**src/rtl/bitrev_flow_ctrl.sv**
```systemverilog
// Flow-control FSM for a streaming bit-reverse stage: fill a frame, stream, and drain with zero padding.
// Optional sync checking is enabled by defining BITREV_FLOW_CTRL_SYNC_CHECK_EN.
module bitrev_flow_ctrl #(
    parameter int LGSIZE = 5
) (
    input  logic i_clk,
    input  logic i_reset,
    input  logic i_valid,
    output logic o_ready,
    input  logic i_sync,
    input  logic i_flush,
    output logic o_ce,
    output logic o_dp_reset,
    output logic o_zero,
    output logic o_valid,
    input  logic i_ready,
    output logic o_first,
    output logic o_last,
    output logic o_err
);
    localparam int CW = LGSIZE - 1;
    localparam logic [CW-1:0] LAST_PAIR = '1;

    typedef enum logic [1:0] {
        FILL,
        RUN,
        FLUSH
    } state_t;

    state_t        state;
    logic [CW-1:0] wcnt;
    logic          dp_reset_q;
    logic          sync_err;
    logic          wcnt_zero;
    logic          wcnt_last;

    assign wcnt_zero = (wcnt == '0);
    assign wcnt_last = (wcnt == LAST_PAIR);

    // NOTE: every output gets a default before the case so no latch is inferred.
    always_comb begin
        o_ready = 1'b0;
        o_ce    = 1'b0;
        case (state)
            FILL: begin
                o_ready = 1'b1;
                o_ce    = i_valid;
            end
            RUN: begin
                o_ready = i_ready || !o_valid;
                o_ce    = i_valid && (i_ready || !o_valid);
            end
            FLUSH: begin
                o_ce = i_ready || !o_valid;
            end
            default: ;
        endcase
    end

    assign o_zero = (state == FLUSH);

    // The datapath reset is asserted in the reset cycle itself and in the cycle after it.
    assign o_dp_reset = i_reset || dp_reset_q;

`ifdef BITREV_FLOW_CTRL_SYNC_CHECK_EN
    assign sync_err = o_ce && (state != FLUSH) && (i_sync != wcnt_zero);

    always_ff @(posedge i_clk) begin
        if (i_reset) begin
            o_err <= 1'b0;
        end else if (sync_err) begin
            o_err <= 1'b1;
        end
    end
`else
    assign sync_err = 1'b0;
    assign o_err    = 1'b0;
`endif

    // NOTE: later non-blocking assignments in this block override earlier ones, so the
    // sync-error recovery at the bottom takes priority over the normal state update.
    always_ff @(posedge i_clk) begin
        if (i_reset) begin
            state      <= FILL;
            wcnt       <= '0;
            o_valid    <= 1'b0;
            o_first    <= 1'b0;
            o_last     <= 1'b0;
            dp_reset_q <= 1'b1;
        end else begin
            dp_reset_q <= 1'b0;

            if (o_valid && i_ready) begin
                o_valid <= 1'b0;
            end

            if (o_ce) begin
                wcnt <= wcnt + 1'b1;
            end

            // Outputs only exist once a whole frame is resident in the datapath.
            if (o_ce && (state != FILL)) begin
                o_valid <= 1'b1;
                o_first <= wcnt_zero;
                o_last  <= wcnt_last;
            end

            case (state)
                FILL: begin
                    if (o_ce && wcnt_last) begin
                        state <= RUN;
                    end
                end
                RUN: begin
                    if (i_flush && wcnt_zero && !o_ce) begin
                        state <= FLUSH;
                    end
                end
                FLUSH: begin
                    if (o_ce && wcnt_last) begin
                        state      <= FILL;
                        dp_reset_q <= 1'b1;
                    end
                end
                default: begin
                    state <= FILL;
                end
            endcase

            if (sync_err) begin
                state      <= FILL;
                wcnt       <= CW'(i_sync);
                o_valid    <= 1'b0;
                dp_reset_q <= 1'b1;
            end
        end
    end
endmodule
```
**config.mk**
```make
export PLATFORM = sky130hd
export DESIGN_NAME = bitrev_flow_ctrl
export DESIGN_NICKNAME = d
export VERILOG_FILES = /design/src/rtl/bitrev_flow_ctrl.sv
export SDC_FILE = /design/constraint.sdc
export NUM_CORES = 1
export LEC_CHECK = 0
export BUFFER_PORTS_ARGS = -buffer_cell sky130_fd_sc_hd__buf_2
export CORE_AREA = 5 5 42 44
export DETAILED_ROUTE_END_ITERATION = 8
export DIE_AREA = 0 0 47 49
export GPL_TIMING_DRIVEN = 0
export PLACE_DENSITY = 0.61
export SLEW_MARGIN = 15
export SYNTH_ARGS = -nofsm -noshare
export SYNTH_HDL_FRONTEND = slang
export SYNTH_SLANG_ARGS = --single-unit
```
**constraint.sdc**
```tcl
create_clock -name i_clk -period 2.76 [get_ports i_clk]
set_clock_uncertainty 0.15 [all_clocks]
set_input_delay 0.414 -clock i_clk [delete_from_list [all_inputs] [get_ports i_clk]]
set_output_delay 0.414 -clock i_clk [all_outputs]
set_load 0.03 [all_outputs]
```
==> results.yml <==
status:
  outcome: "completed"
global_routing:
  grtUsageTotal: 0.0960
  grt_pass1_vias: 358
  grt_overflow_total: 0
  grt_first_pass_wirelength_um: 1560
  grt_max_degree: 11
  antenna_found_initial: 0
setup_path:
  arrival_ns: 1.39
  required_ns: 2.20
  cpPeakStageDelay_ns: 0.36
  end_kind: "output port"
  path_max_fanout: 6
  cpMaxStageDelayCell: "dfxtp_1"
  startpoint: "state[0]$_SDFFE_PP0P_"
  reg2reg_from: "wcnt[0]$_SDFFE_PP0N_"
  critPathLaunchType: "register"
  crit_type: "reg -> out"
  crit_path_cell_trace: "nand2b_2 -> o22ai_4 -> buf_2"
worst_hold_path:
  min-delay-start: "i_reset"
  min_path_type: "in -> reg"
floorplan:
  ios: 14
  die_h_um: 49
  start_util: 0.384
  die_x_um: 47
  rows: 14
  dieArea_sq_um: 2300
  coreArea_sq_um: 1400
timing:
  whs_ns: 0.318
  setup_tns_ns: 0
  rsz0062_at_grt: "no"
  setup_viol: 0
  period_needed_ns: 1.95
  fmax_mhz: 512
  setup_ws_ns: 0.807
  hold_violations: 0
  drv_slew: 0
  finalCritPeriodShare: 0.708
power_and_ir_drop:
  peakVddDrop_v: 0.000222
  power_density_nw_per_um2: 495
  power_leakage_uw: 0.000292
synthesis:
  yosysUniqueCellTypes: 30
  synth_nets: 66
  synth_top_area_frac: 0.372
  yosys_warnings: 0
  avgSynthCellArea_sq_um: 9.28
  synth_cells: 58
  seq_area_frac_synth: 0.372
  ys_ff_latch: 10
  syn_area_sq_um: 538
  synth_largest_area_cell: "dfxtp_1"
  synth_area_leaders: "dfxtp_1, nor2_1, mux2i_1"
clock_tree:
  clk_pin_slew_worst_paths_ns: 0.07
  cts_resized: 0
  hold_buffers: 0
  ctsHtreeMaxLevel: 1
  clk_latency_ns: 0.27
  cts.sinks: 10
  tritoncts: "built"
  clock_path_buffers: 2
  post-cts-setup-buffers: 0
  cts_buffers: 3
  root_buffer: "clkbuf_4"
cells_and_area:
  nets: 82
  diodes: 0
  fin_cells: 89
  n_fill_cell: 157
  drive_gt1_frac: 0.342
  areaGrowthSynthToFinish_pct: 20.7
placed_design:
  hpwlAfterDp_um: 737
  gp_congestion: 0.762
  post-place-ws_ns: 0.906
  dpl.cell_count: 85
  port_buffers: 11
route:
  via_per_inst: 4.88
  drt_iter0_drc: 5
  drtAntennaViolNets: 0
  wl_um: 958
  via_count: 434
  drt_pass1_iterations: 4
  drc: 0
  wl_per_cell_um: 10.8
flow_run:
  max_cap_viol_count: 0
## final timing paths
check                                to  slack (ns)  cells past startpoint
setup / recovery                   o_ce        0.81                      3
hold / removal    state[0]$_SDFFE_PP0P_        0.32                      4
setup reg to reg  state[1]$_SDFFE_PP0P_        1.30                      5
hold reg to reg     o_last$_SDFFE_PP0P_        0.34                      2
## routing by layer
layer  share of wire  global-route usage  up-vias
li1                -                   -      226
met1            0.48               0.117      195
met2            0.44               0.127       11
met3           0.062              0.0443        2
met4           0.015              0.0691        0
met5               0                   0        -
## cells by family (layout without fill, tap and decap cells)
| family | count (synthesis) | in the layout | synth area share |
|---|---|---|---|
| adder cells (fa/ha/maj) | 2 | 2 | 0.0465 |
| AND/OR/NAND/NOR | 27 | 27 | 0.291 |
| AO/OA/AOI/OAI | 8 | 8 | 0.151 |
| other | 1 | 1 | 0.00697 |
| flip-flops | 10 | 10 | 0.372 |
| multiplexers | 3 | 3 | 0.0558 |
| XOR/XNOR | 2 | 2 | 0.0326 |
| buffers and inverters | 5 | 20 | 0.0442 |
## cell usage after synthesis
master / number
dfxtp_1: 10
nor2_1: 10
inv_1: 3
mux2i_1: 3
a31o_1: 2
and3_1: 2
ha_1: 2
nand2_1: 2
or2_1: 2
xnor2_1: 2
a21oi_1: 1
a21oi_2: 1
a221oi_2: 1
a31o_2: 1
and2b_1: 1
and3b_4: 1
buf_2: 1
buf_4: 1
conb_1: 1
nand2b_1: 1
nand2b_2: 1
nand2b_4: 1
nand3_1: 1
nand3b_1: 1
nor2b_1: 1
nor3_1: 1
nor3b_1: 1
o22ai_1: 1
o22ai_4: 1
or2_2: 1
## final cells by class
cell class	count	area [sq um]	share of cell area
multi-input combinational	43	314	0.484
sequential	10	200	0.308
timing repair buffer	11	55.1	0.0848
clock buffer	4	36.3	0.0559
tap	16	20.0	0.0308
buffer	2	12.5	0.0193
inverter	3	11.3	0.0173
## placed cells by master (no fill, tap or decap), types with 2 or more instances in the layout
cell type / n
clkbuf_4: 3
or2_1: 2
nand2_1: 2
inv_1: 3
a31o_1: 2
mux2i_1: 3
buf_2: 12
and3_1: 2
ha_1: 2
xnor2_1: 2
nor2_1: 10
dfxtp_1: 10
## where the power goes
part           switching, uW  internal (uW)
Combinational           19.5           16.1
Sequential              3.89            148
Clock                   53.3           80.1
Total                   76.7            245
## through the flow
stage | cell area [sq um] | util | total power [uW]
after floorplan | 538 | - | 182
after global placement | 613 | 0.438 | 191
after detailed placement | 613 | 0.438 | 192
after CTS | 649 | 0.463 | 325
after global routing | 649 | 0.463 | 337
final | 649 | 0.463 | 321
## critical path, delay by kind of cell, from the launching register on
family | cells | cell delay (ns)
flops | 1 | 0.36
simple gates | 1 | 0.26
buf+inv | 1 | 0.25
compound gates | 1 | 0.26
## flip-flops by register name, indices dropped and copies added, names as in the netlist
name / count
o_last: 1
state: 2
wcnt: 4
o_first: 1
dp_reset_q: 1
o_valid: 1
Note: power is estimated with default switching activity, not from simulation.
